===== src/rtl/fetch_controller.sv =====
// fetch_controller
//
// Instruction-fetch sequencer sitting between the PC logic and a synchronous
// program memory. Owns the program counter, captures returned words and hands
// them to decode over a valid/ready handshake. Supports branch redirects, a
// halt opcode that stops fetch, and a resume input that restarts it.
//
// Ports:
//   clk            system clock, all state changes on the rising edge
//   res_n          asynchronous active-low reset
//   pc             program memory address (the internal program counter)
//   ir             word returned by memory, registered one edge after pc
//   instr          captured instruction to decode
//   instr_pc       address instr was fetched from
//   instr_valid    instr/instr_pc are valid
//   instr_ready    decode accepts instr this cycle
//   branch_en      redirect fetch to branch_target this cycle
//   branch_target  redirect address
//   resume         leave the halted state
//   halted         controller is halted
module fetch_controller #(
  parameter int unsigned           PC_WIDTH    = 8,
  parameter int unsigned           DATA_WIDTH  = 16,
  parameter logic [PC_WIDTH-1:0]   RESET_PC    = '0,
  parameter logic [3:0]            HALT_OPCODE = 4'hF
) (
  input  logic                  clk,
  input  logic                  res_n,
  output logic [PC_WIDTH-1:0]   pc,
  input  logic [DATA_WIDTH-1:0] ir,
  output logic [DATA_WIDTH-1:0] instr,
  output logic [PC_WIDTH-1:0]   instr_pc,
  output logic                  instr_valid,
  input  logic                  instr_ready,
  input  logic                  branch_en,
  input  logic [PC_WIDTH-1:0]   branch_target,
  input  logic                  resume,
  output logic                  halted
);

  localparam logic [PC_WIDTH-1:0] PcOne = PC_WIDTH'(1);

  typedef enum logic [1:0] {
    StFetch   = 2'd0,
    StCapture = 2'd1,
    StIssue   = 2'd2,
    StHalt    = 2'd3
  } state_e;

  state_e                state_q, state_d;
  logic [PC_WIDTH-1:0]   pc_q, pc_d;
  logic [DATA_WIDTH-1:0] instr_q, instr_d;
  logic [PC_WIDTH-1:0]   instr_pc_q, instr_pc_d;
  logic                  instr_valid_q, instr_valid_d;
  logic                  halted_q, halted_d;

  logic                  is_halt_op;

  assign is_halt_op = (ir[DATA_WIDTH-1 -: 4] == HALT_OPCODE);

  // State register
  always_ff @(posedge clk or negedge res_n) begin
    if (!res_n) begin
      state_q <= StFetch;
    end else begin
      state_q <= state_d;
    end
  end

  // Next-state logic
  always_comb begin
    state_d = state_q;
    unique case (state_q)
      StFetch: begin
        state_d = branch_en ? StFetch : StCapture;
      end
      StCapture: begin
        if (branch_en) begin
          state_d = StFetch;
        end else if (is_halt_op) begin
          state_d = StHalt;
        end else begin
          state_d = StIssue;
        end
      end
      StIssue: begin
        // Branch also counts as acceptance, so both exits go to FETCH.
        if (branch_en || instr_ready) begin
          state_d = StFetch;
        end
      end
      StHalt: begin
        if (resume) begin
          state_d = StFetch;
        end
      end
      default: state_d = StFetch;
    endcase
  end

  // Datapath / output register next values
  always_comb begin
    pc_d          = pc_q;
    instr_d       = instr_q;
    instr_pc_d    = instr_pc_q;
    instr_valid_d = instr_valid_q;
    halted_d      = halted_q;
    unique case (state_q)
      StFetch: begin
        if (branch_en) begin
          pc_d = branch_target;
        end
      end
      StCapture: begin
        if (branch_en) begin
          // In-flight word is dropped.
          pc_d = branch_target;
        end else if (is_halt_op) begin
          // The halt word is consumed but never issued.
          pc_d     = pc_q + PcOne;
          halted_d = 1'b1;
        end else begin
          instr_d       = ir;
          instr_pc_d    = pc_q;
          instr_valid_d = 1'b1;
          pc_d          = pc_q + PcOne;
        end
      end
      StIssue: begin
        if (branch_en) begin
          pc_d          = branch_target;
          instr_valid_d = 1'b0;
        end else if (instr_ready) begin
          instr_valid_d = 1'b0;
        end
      end
      StHalt: begin
        // branch_en deliberately ignored while halted.
        if (resume) begin
          halted_d = 1'b0;
        end
      end
      default: ;
    endcase
  end

  always_ff @(posedge clk or negedge res_n) begin
    if (!res_n) begin
      pc_q          <= RESET_PC;
      instr_q       <= '0;
      instr_pc_q    <= '0;
      instr_valid_q <= 1'b0;
      halted_q      <= 1'b0;
    end else begin
      pc_q          <= pc_d;
      instr_q       <= instr_d;
      instr_pc_q    <= instr_pc_d;
      instr_valid_q <= instr_valid_d;
      halted_q      <= halted_d;
    end
  end

  assign pc          = pc_q;
  assign instr       = instr_q;
  assign instr_pc    = instr_pc_q;
  assign instr_valid = instr_valid_q;
  assign halted      = halted_q;

endmodule


===== config.mk =====
export PLATFORM = sky130hd
export DESIGN_NAME = fetch_controller
export DESIGN_NICKNAME = d
export VERILOG_FILES = /design/src/rtl/fetch_controller.sv
export SDC_FILE = /design/constraint.sdc
export NUM_CORES = 1
export LEC_CHECK = 0
export ABC_AREA = 1
export ABC_CLOCK_PERIOD_IN_PS = 1400
export CAP_MARGIN = 20
export CORE_UTILIZATION = 44
export DETAILED_ROUTE_END_ITERATION = 7
export GPL_TIMING_DRIVEN = 0
export PLACE_DENSITY = 0.8
export SLEW_MARGIN = 40
export SYNTH_ARGS = -nofsm -noshare
export SYNTH_HDL_FRONTEND = slang
export SYNTH_SLANG_ARGS = --single-unit

===== constraint.sdc =====
create_clock -name clk -period 1.4 [get_ports clk]
set_input_delay 0.21 -clock clk [delete_from_list [all_inputs] [get_ports clk]]
set_output_delay 0.21 -clock clk [all_outputs]
set_load 0.02 [all_outputs]

Word-level counts from Yosys, hierarchy flattened
Cells that the tools add are included.
- flip-flop bits (word level): 36
- bits of input ports: 29
- output and inout bits: 34
- logic and storage cells: 49
- add/subtract/negate cells: 1
- eq/ne operators: 11
- mux-type cells: 18
- bitwise logic cells: 2
- reduce and logical (&&, ||, !) cells: 11
- operators by type and width (cell ; number):
    two-way mux 8 bit ; 2
    one-hot mux 8 bit (2 select lines) ; 1
    inequality test 2 bit (second input constant) ; 5
    two-way mux 1 bit ; 9
    adder 8 x 1 -> 8 bit (second input constant) ; 1
    one-hot mux 2 bit (4 select lines) ; 1
    AND reduction 4 bit ; 2
    two-way mux 2 bit ; 3
    nonzero test 2 bit ; 3
    == test 2 bit (second input constant) ; 2
    == test 4 bit (second input constant) ; 1
    one-hot mux 1 bit (2 select lines) ; 2
    AND reduction 2 bit ; 2
    inequality test 3 bit (second input constant) ; 1
    AND reduction 3 bit ; 1
    == test 2 x 1 -> 1 bit (second input constant) ; 1
    logical NOT 2 bit ; 1
    inequality test 2 x 1 -> 1 bit (second input constant) ; 1
    NOT 1 bit ; 2
    OR reduction 2 bit ; 1
    logical OR 1 bit ; 1

Logic depth before layout (Yosys ltp)
- depth after elaboration: 4
- gate-level depth with buffers: 8
- gate-level depth less buffers: 7

Worst setup path after synthesis
OpenSTA, ideal clock, no wires.
- path type: register to register
- start: register pc_q[0] (netlist: pc[0])
- end: register pc_q[4] (netlist: pc[4])
- setup time: 127 ps
- arrival: 1086 ps
- data required time: 1273 ps
- slack: 187 ps
- stages on the path, launching flop included: 8
- buffers on the path: 0
- clock period less this slack: 1213 ps
- cell sequence: dfrtp_1 > ha_1 > nand2_1 > inv_1 > nand3_1 > nand3_1 > nand2_1 > o21ai_0
- word-level cells in the longest chain between the ends: 3
- ends and longest elaborated chain (element ; line ; text):
    start, declared ; 51 ; logic [PC_WIDTH-1:0] pc_q, pc_d;
    start signal, assigned ; 155 ; pc_q <= pc_d;
    adder 8 x 1 -> 8 bit ; 120, 126 ;
    two-way mux 8 bit ; 115 ; if (branch_en) begin
    one-hot mux 8 bit (2 select lines) ; 108 ; unique case (state_q)
No other way between the ends.
A chain may end at the register's enable or synchronous reset.

Worst setup path in the final report
- start: register pc_q[3] (netlist: pc[3])
- end: output pc[3]
- RTL lines (element ; line ; text):
    end, declared ; 29 ; output logic [PC_WIDTH-1:0] pc,
No word-level cell between the ends.

==> impl_table.tex <==
\begin{tabular}{lr}
\hline
Metric & Value \\
\hline
\multicolumn{2}{l}{\textbf{Global route}} \\
\quad Total GRT Usage & 21.7\% \\
\quad Antenna violations before repair & 0 \\
\quad Pin count of the biggest net entering global routing & 25 \\
\quad Vias in the first global route & 1546 \\
\quad Leftover overflow at the end of global routing & 0 \\
\quad First-pass GRT wire length & between 6000 and 7000 um \\
\multicolumn{2}{l}{\textbf{Synth}} \\
\quad Seq/Total Area, Yosys & 53.2\% \\
\quad Largest cells by area after synthesis & sky130\_fd\_sc\_hd\_\_dfrtp\_1, sky130\_fd\_sc\_hd\_\_nand2\_1, sky130\_fd\_sc\_hd\_\_inv\_1, sky130\_fd\_sc\_hd\_\_o21ai\_2, sky130\_fd\_sc\_hd\_\_nand3\_1 \\
\quad Cell count after synthesis & 201 \\
\quad Biggest area consumer among synthesized cells & sky130\_fd\_sc\_hd\_\_dfrtp\_1 \\
\quad Synth Register Bits & 36 \\
\quad Net Count, Synth & 231 \\
\quad Number of warnings printed during yosys synthesis & 0 \\
\quad Share of the synthesized area in the top cell type & a little over half \\
\quad Mean cell area of the mapped netlist & approximately 8.4 um2 \\
\quad Distinct cells, synth & 20 \\
\quad Area of the mapped netlist & about 1700 um2 \\
\multicolumn{2}{l}{\textbf{Layout}} \\
\quad Fin area & between 2000 and 2500 um2 \\
\quad Antenna diode count & 0 \\
\quad Number of filler instances in the final layout & 340 \\
\quad Relative area change from synthesis to final layout & 44.7\% \\
\quad Fraction of final layout cells sized beyond drive strength 1 & 11.1\% \\
\quad Total number of nets in the final design & 301 \\
\multicolumn{2}{l}{\textbf{Timing}} \\
\quad Period minus WS final & 1.31 ns \\
\quad Hold Fails Final Rpt & 0 \\
\quad Worst slew margin relative to its limit & 75.2\% \\
\quad Clock skew after layout & 0.00653 ns \\
\quad Final Worst Setup Slack & 0.0902 ns \\
\quad Worst slew pin tran & around 0.37 ns \\
\quad Count of endpoints failing setup in the final report & 0 \\
\quad Part of the cycle the worst path needs & between 90 and 100\% \\
\quad Total count of max-transition violations in the final report & 0 \\
\quad Max Fclk & approximately 0.76 GHz \\
\multicolumn{2}{l}{\textbf{CTS}} \\
\quad Clock-pin slew of the registers on the worst-case setup and hold paths & 0.07 ns \\
\quad Clock Sink Count & 36 \\
\quad TritonCTS buffer count & 5 \\
\quad Clock network latency to the later pin of the worst-skew pair & 0.29 ns \\
\quad Worst-case clock buffer depth & 2 \\
\quad \# H-tree levels & 2 \\
\quad CTS tree & yes \\
\quad Cell at the root of the clock tree & sky130\_fd\_sc\_hd\_\_clkbuf\_8 \\
\multicolumn{2}{l}{\textbf{Critical path}} \\
\quad Worst-case register-to-register setup slack & 0.11 ns \\
\quad Endpoint required time on the critical path & 1.19 ns \\
\quad Data arrival at the endpoint of the critical path & approximately 1.1 ns \\
\quad R2R cell count & 7 \\
\quad Worst path bufs/invs & 1 \\
\quad Cell family with most CP delay & flip-flops \\
\quad Peak per-stage delay on the critical path & roughly 0.45 ns \\
\quad Worst setup path class & reg2out \\
\quad Worst path cell trace & dlygate4sd2\_1 \\
\quad Worst R2R Start & state\_q[0] \\
\quad Cell with the largest stage delay on the worst path & sky130\_fd\_sc\_hd\_\_dfrtp\_1 \\
\quad Endpoint of the worst register-to-register path & instr\_pc[0] \\
\quad Type of destination of the critical path & primary output \\
\quad Critical path fanouts, max & 7 \\
\quad Critical path startpoint category & flop \\
\multicolumn{2}{l}{\textbf{Drt}} \\
\quad Number of detailed-route iterations in the first pass & 4 \\
\quad Count of unresolved DRC violations after routing & 0 \\
\quad Average via count per standard cell & 4.89 \\
\quad Routed vias & 1559 \\
\quad Count of antenna-violating nets left after detailed routing & 0 \\
\quad Initial drt markers & 51 \\
\quad WL final & 3780 um \\
\quad Detailed-route wire length per cell & 11.8 um \\
\multicolumn{2}{l}{\textbf{Placement}} \\
\quad Dpl ws & -0.184 ns \\
\quad Post-detailed-placement half-perimeter wirelength & 2760 um \\
\quad Routability congestion estimate from global placement & 0.824 \\
\quad Quantity of I/O buffers inserted on ports & 61 \\
\quad Post-detailed-placement cell area & $\sim$2400 um2 \\
\multicolumn{2}{l}{\textbf{Die}} \\
\quad Total Die Area & 4100 um2 \\
\quad Chip Width & 64.1 um \\
\quad Top-level I/O count & 63 \\
\quad Overall die height & $\sim$64 um \\
\quad Starting utilization of the core area & 45.9\% \\
\quad Std cell rows & 22 \\
\quad Core Region & 3690 um2 \\
\multicolumn{2}{l}{\textbf{Hold path}} \\
\quad Launch point of the worst hold path & branch\_en \\
\quad Hold Crit Class & in2reg \\
\quad Hold-critical path depth & 3 \\
\quad Hold EP & pc[2] \\
\multicolumn{2}{l}{\textbf{Status}} \\
\quad Run status & finished, final reports clean \\
\multicolumn{2}{l}{\textbf{Power and ir drop}} \\
\quad Static Leak & 1.27 nW \\
\quad Pwr dens & 2100 nW/um2 \\
\quad Worst VDD drop & 0.882 mV \\
\multicolumn{2}{l}{\textbf{Flow run}} \\
\quad Number of maximum-capacitance constraint violations & 0 \\
\hline
\end{tabular}
[power breakdown]
part | switching [mW] | internal, mW | leakage (nW) | total [mW]
Combinational | 1.57 | 1.01 | 0.794 | 2.58
Clock | 0.358 | 0.338 | 0.0410 | 0.696
Sequential | 0.348 | 1.53 | 0.437 | 1.88
[cell families after synthesis]
logic type / Yosys count / share of synthesized area, %
and+or+nand+nor: 82 / 20.4
buffers and inverters: 39 / 10.3
adders and majority gates: 1 / 0.738
AOI/OAI and AO/OA: 43 / 15.4
DFF: 36 / 53.2
[final cells by class]
| cell class | instances | area, um2 | share of cell area (%) |
|---|---|---|---|
| buffer | 7 | 60.1 | 2.45 |
| clock buffer | 6 | 72.6 | 2.96 |
| clock inverter | 1 | 5.00 | 0.204 |
| inverter | 32 | 120 | 4.90 |
| multi-input combinational | 126 | 632 | 25.8 |
| sequential | 36 | 901 | 36.8 |
| tap | 48 | 60.1 | 2.45 |
| timing repair buffer | 63 | 601 | 24.5 |
[worst max-delay path by stage]
stage,cells past startpoint,end,slack (ns),from
after detailed placement,6,instr[8],-0.18,ir[14]
after floorplan,7,pc[4],0.19,pc[0]
after CTS,6,pc[5],0.03,state_q[0]
final,1,pc[3],0.09,pc[3]
after global routing,5,pc[2],-0.008,state_q[1]
after global placement,1,state_q[1],-0.69,res_n
[metal layers]
layer | routed length, um | vias to the layer above | GRT usage (%)
met5 | 0 | - | 0
met4 | 95 | 0 | 9.66
met3 | 196 | 9 | 6.79
met2 | 1760 | 56 | 35.1
met1 | 1730 | 716 | 26.3
li1 | - | 778 | -
[registers in the layout (all words and copies together) (netlist names)]
name,flops
instr,16
instr_pc,8
pc,8
state_q,2
halted,1
instr_valid,1
[synthesized netlist by cell type]
cell                        n
sky130_fd_sc_hd__buf_2      4
sky130_fd_sc_hd__o22ai_1    1
sky130_fd_sc_hd__nand3_1   14
sky130_fd_sc_hd__nor2_4     1
sky130_fd_sc_hd__o21ai_1   12
sky130_fd_sc_hd__o21ai_2   11
sky130_fd_sc_hd__o21ai_0   10
sky130_fd_sc_hd__inv_2      1
sky130_fd_sc_hd__nand4_1    2
sky130_fd_sc_hd__a21oi_1    8
sky130_fd_sc_hd__buf_6      3
sky130_fd_sc_hd__or2_1      1
sky130_fd_sc_hd__dfrtp_1   36
sky130_fd_sc_hd__or2_2      1
sky130_fd_sc_hd__nor2_2     1
sky130_fd_sc_hd__inv_1     31
sky130_fd_sc_hd__ha_1       1
sky130_fd_sc_hd__nand2_1   47
sky130_fd_sc_hd__nor2_1    15
sky130_fd_sc_hd__o311ai_0   1
[cell usage in the layout, fill, tap and decap left out]
cell / netlist / final
sky130_fd_sc_hd__dlygate4sd2_1: 0 / 34
sky130_fd_sc_hd__dfrtp_1: 36 / 36
sky130_fd_sc_hd__or2_1: 1 / 1
sky130_fd_sc_hd__clkdlybuf4s50_1: 0 / 26
sky130_fd_sc_hd__buf_6: 3 / 4
sky130_fd_sc_hd__buf_16: 0 / 1
sky130_fd_sc_hd__o22ai_1: 1 / 1
sky130_fd_sc_hd__dlygate4sd3_1: 0 / 1
sky130_fd_sc_hd__or2_2: 1 / 1
sky130_fd_sc_hd__ha_1: 1 / 1
sky130_fd_sc_hd__o21ai_0: 10 / 10
sky130_fd_sc_hd__inv_1: 31 / 31
sky130_fd_sc_hd__clkinv_2: 0 / 1
sky130_fd_sc_hd__nor2_1: 15 / 15
sky130_fd_sc_hd__o21ai_4: 0 / 1
sky130_fd_sc_hd__nand4_1: 2 / 2
sky130_fd_sc_hd__clkbuf_1: 0 / 1
sky130_fd_sc_hd__o21ai_2: 11 / 10
sky130_fd_sc_hd__o21ai_1: 12 / 12
sky130_fd_sc_hd__o311ai_0: 1 / 1
sky130_fd_sc_hd__nand2_1: 47 / 47
sky130_fd_sc_hd__inv_2: 1 / 1
sky130_fd_sc_hd__nor2_4: 1 / 2
sky130_fd_sc_hd__buf_2: 4 / 4
sky130_fd_sc_hd__a21oi_1: 8 / 8
sky130_fd_sc_hd__nand3_1: 14 / 14
sky130_fd_sc_hd__clkbuf_8: 0 / 5
[timing repair]
item	4_1_cts	5_1_grt
pin swaps	0	0
hold buffers	1	0
resized for setup	34	5
endpoints found under the setup margin	34	12
buffers inserted	0	0
endpoints found under the hold margin	12	0
[per-stage QoR]
step | instances | hold slack, ns | utilization, % | setup TNS, ns | power, mW
after floorplan | 201 | -0.0856 | - | 0 | 3.50
after global placement | 310 | 0.463 | 64.1 | -28.29 | 4.74
after detailed placement | 311 | 0.136 | 64.7 | -3.74 | 4.81
after CTS | 319 | 0.319 | 65.9 | 0 | 5.17
after global routing | 319 | 0.379 | 66.5 | -0.00807 | 5.58
final | 319 | 0.352 | 66.5 | 0 | 5.16
Power figures use the tool's default switching activity.
==> patch: new RTL, config.mk and constraints unchanged <==
Re-encode `state_e` (4 states) as Gray code, 2 bits wide.
--- a/src/rtl/fetch_controller.sv
+++ b/src/rtl/fetch_controller.sv
@@ -41,10 +41,10 @@
   localparam logic [PC_WIDTH-1:0] PcOne = PC_WIDTH'(1);
 
   typedef enum logic [1:0] {
-    StFetch   = 2'd0,
-    StCapture = 2'd1,
-    StIssue   = 2'd2,
-    StHalt    = 2'd3
+    StFetch   = 2'b00,
+    StCapture = 2'b01,
+    StIssue   = 2'b11,
+    StHalt    = 2'b10
   } state_e;
 
   state_e                state_q, state_d;
Behaviour: no difference found for any inputs over 10 cycles, from zero or initial values; not proved beyond that.
==> patch against the original RTL <==
  * Area after synthesis rose by 1.3%
  * Sequential cell count did not move
  * Power rose by 14%
  * Clock power rose by 30%
  * Cell area rose by 7.2%
  * Non-clock buffer count rose by 3
  * Critical path depth rose by 6
  * Setup slack got worse by 30 ps
  * Hold slack improved by 47 ps
  * Sequential share of layout area fell by 2.5 points
  * Routed wire length rose by 4.3%
  * Critical endpoint is now pc[3]$_DFFE_PN0P_
==> patch: results (changes against the original RTL) <==
Drt
  – Via Count: 1641 (+5.3%)
  – 1st-iter DRT viols: 66 (+29%)
  – Drt wl/cell: 11.46 um (-3.3%)
  – Pre-antenna DRT Iters: 4 (unchanged)
  – Vias/cell: 4.770 (-2.4%)

Worst setup path
  – Reg2Reg Capture Point: pc[3]$_DFFE_PN0P_
  – Worst R2R Start: state_q[1]$_DFFE_PN0P_
  – Worst Path Max Fanout: 5 (-2)
  – R2R depth: 7 (unchanged)
  – Data arrival, critical path: 1520 ps (+420 ps)
  – R2R Setup Slk: 60 ps (-50 ps)

Global route
  – Largest net degree at the start of global routing: 22 (-12%)
  – Initial antenna violation count: 0 (unchanged)
  – Global Route Usage Sum: 0.2077 (-0.008874)
  – Global-route wire length before repair: 6658 um (-0.92%)
  – Vias in the first global route: 1483 (-4.1%)

Synth
  – Commonest cells post-synth: nand2_1, dfrtp_1, nor2_1
  – Mux cell area share after synthesis: 0 (unchanged)
  – Synth unique cells: 18 (-10%)
  – Top FF cell, synth: dfrtp_1
  – Post-synthesis adder-cell area fraction: 0.03644 (+0.02906)
  – Ranking of synthesized cells by area: dfrtp_1, nand2_1, nor2_1, ha_1, nand3_1
  – Synth Warn #: 0 (unchanged)
  – Area share of xor/xnor cells in the synthesized design: 0 (unchanged)
  – Syn_nets: 253 (+9.5%)
  – Mean Syn Cell Area: 7.839 um^2 (-7.0%)
  – Seq/Total Area, Yosys: 0.5248 (-0.006976)
  – Synth Area in Compound Gates: 0.08309 (-0.07127)

Finish
  – Layout cells sized above 1: 0.1419 (+0.03119)
  – Antenna fix cells: 0 (unchanged)
  – Filler cell count: 298 (-12%)
  – Max reg flops: 16 (unchanged)

Clocking
  – Total CTS buffers: 5 (unchanged)
  – CTS H-Tree Depth: 2 (unchanged)
  – Clk root buf: clkbuf_8
  – Clock buffer depth: 2 (unchanged)
  – CTS clock-pin slew for the worst setup and hold paths: 70 ps (about the same)
  – Clock Latency Late Sink: 290 ps (about the same)

Power and ir drop
  – Pleak: 1.363 nW (+7.0%)
  – Peak supply drop: 1.043 mV (+18%)

STA
  – Least-Margin Pin Slew: 421.6 ps (+54.34 ps)
  – Fin Clk Skew: 3.561 ps (-2.969 ps)

Run status
  – Status: completed

Floorplan
  – Initial Util: 0.4654 (+0.006106)

Place
  – GPL Wtd Cong: 0.8471 (+2.9%)
  – Port buffer count: 62 (+1.6%)
  – Placed cells: 330 (+6.1%)
  – HPWL after DPL: 2752 um (-0.46%)

Min path
  – Worst min path class: primary input to asynchronous set/reset pin
[patch: final cells by class]
cell class,instances,area (um^2),area share
flip-flops and latches,36,900.9,0.3429
repair buffers,69,655.6,0.2495
repair inverters,1,5.005,0.001905
inverters,18,72.57,0.02762
multi-input cells,160,780.7,0.2971
clock buffers,5,68.82,0.02619
clock inverters,3,42.54,0.01619
plain buffers,4,41.29,0.01571
well taps,48,60.06,0.02286
[patch: logic make-up (layout without fill, tap and decap cells)]
family                   after synthesis  after routing
AO/OA/AOI/OAI                         25             25
adder cells (fa/ha/maj)                5              5
buffers and inverters                 23            100
flip-flops                            36             36
AND/OR/NAND/NOR                      130            130
[patch: power breakdown]
group          switching, mW  total [mW]  internal [mW]  leakage [nW]
logic                   1.89        3.14           1.25         0.871
clock network          0.381       0.908          0.527        0.0541
registers              0.320        1.86           1.54         0.438
[patch: routing by layer]
layer | track usage | share of wire
met4 | 0.07500 | 0.013
met5 | 0 | 0
met2 | 0.3342 | 0.46
met3 | 0.03697 | 0.066
met1 | 0.2806 | 0.46
[patch: worst max-delay path: stages (launching register included)]
cell and delay [ps]:
dfrtp_1 390, inv_2 100, ha_4 230, nand2_2 90
o21ai_4 80, buf_4 160, a21oi_2 130, a21oi_1 50
[patch: how the worst max path moves through the flow]
stage,start,to,slack [ps],cells past startpoint
2_1_floorplan,state_q[1]$_DFFE_PN0P_,instr[10]$_DFFE_PN0P_,20,9
3_3_place_gp,res_n,pc[6]$_DFFE_PN0P_,-650,1
3_5_place_dp,branch_en,pc[5]$_DFFE_PN0P_,-220,10
4_1_cts,state_q[0]$_DFFE_PN0P_,instr[10]$_DFFE_PN0P_,4,8
5_1_grt,state_q[1]$_DFFE_PN0P_,instr[10]$_DFFE_PN0P_,-30,8
6_report,state_q[1]$_DFFE_PN0P_,pc[3]$_DFFE_PN0P_,60,7
[patch: timing repair]
| item | in CTS | in global routing |
|---|---|---|
| buffers inserted | 5 | 0 |
| setup endpoints to repair | 66 | 31 |
| hold buffers | 1 | 0 |
| cloned | 0 | 1 |
| endpoints found under the hold margin | 15 | 0 |
| pin swaps | 1 | 1 |
| resized for setup | 41 | 19 |
[patch: metrics by stage]
| stage | power, mW | setup slack, ps | cell area [um^2] | hold WS [ps] |
|---|---|---|---|---|
| after floorplan | 3.709 | 18.95 | 1729 | -85.59 |
| after global placement | 4.980 | -647.4 | 2410 | 454.7 |
| after detailed placement | 5.058 | -218.5 | 2432 | 166.8 |
| after CTS | 5.764 | 3.754 | 2561 | 404.3 |
| after global routing | 6.408 | -26.46 | 2628 | 431.5 |
| final | 5.903 | 60.41 | 2628 | 398.1 |
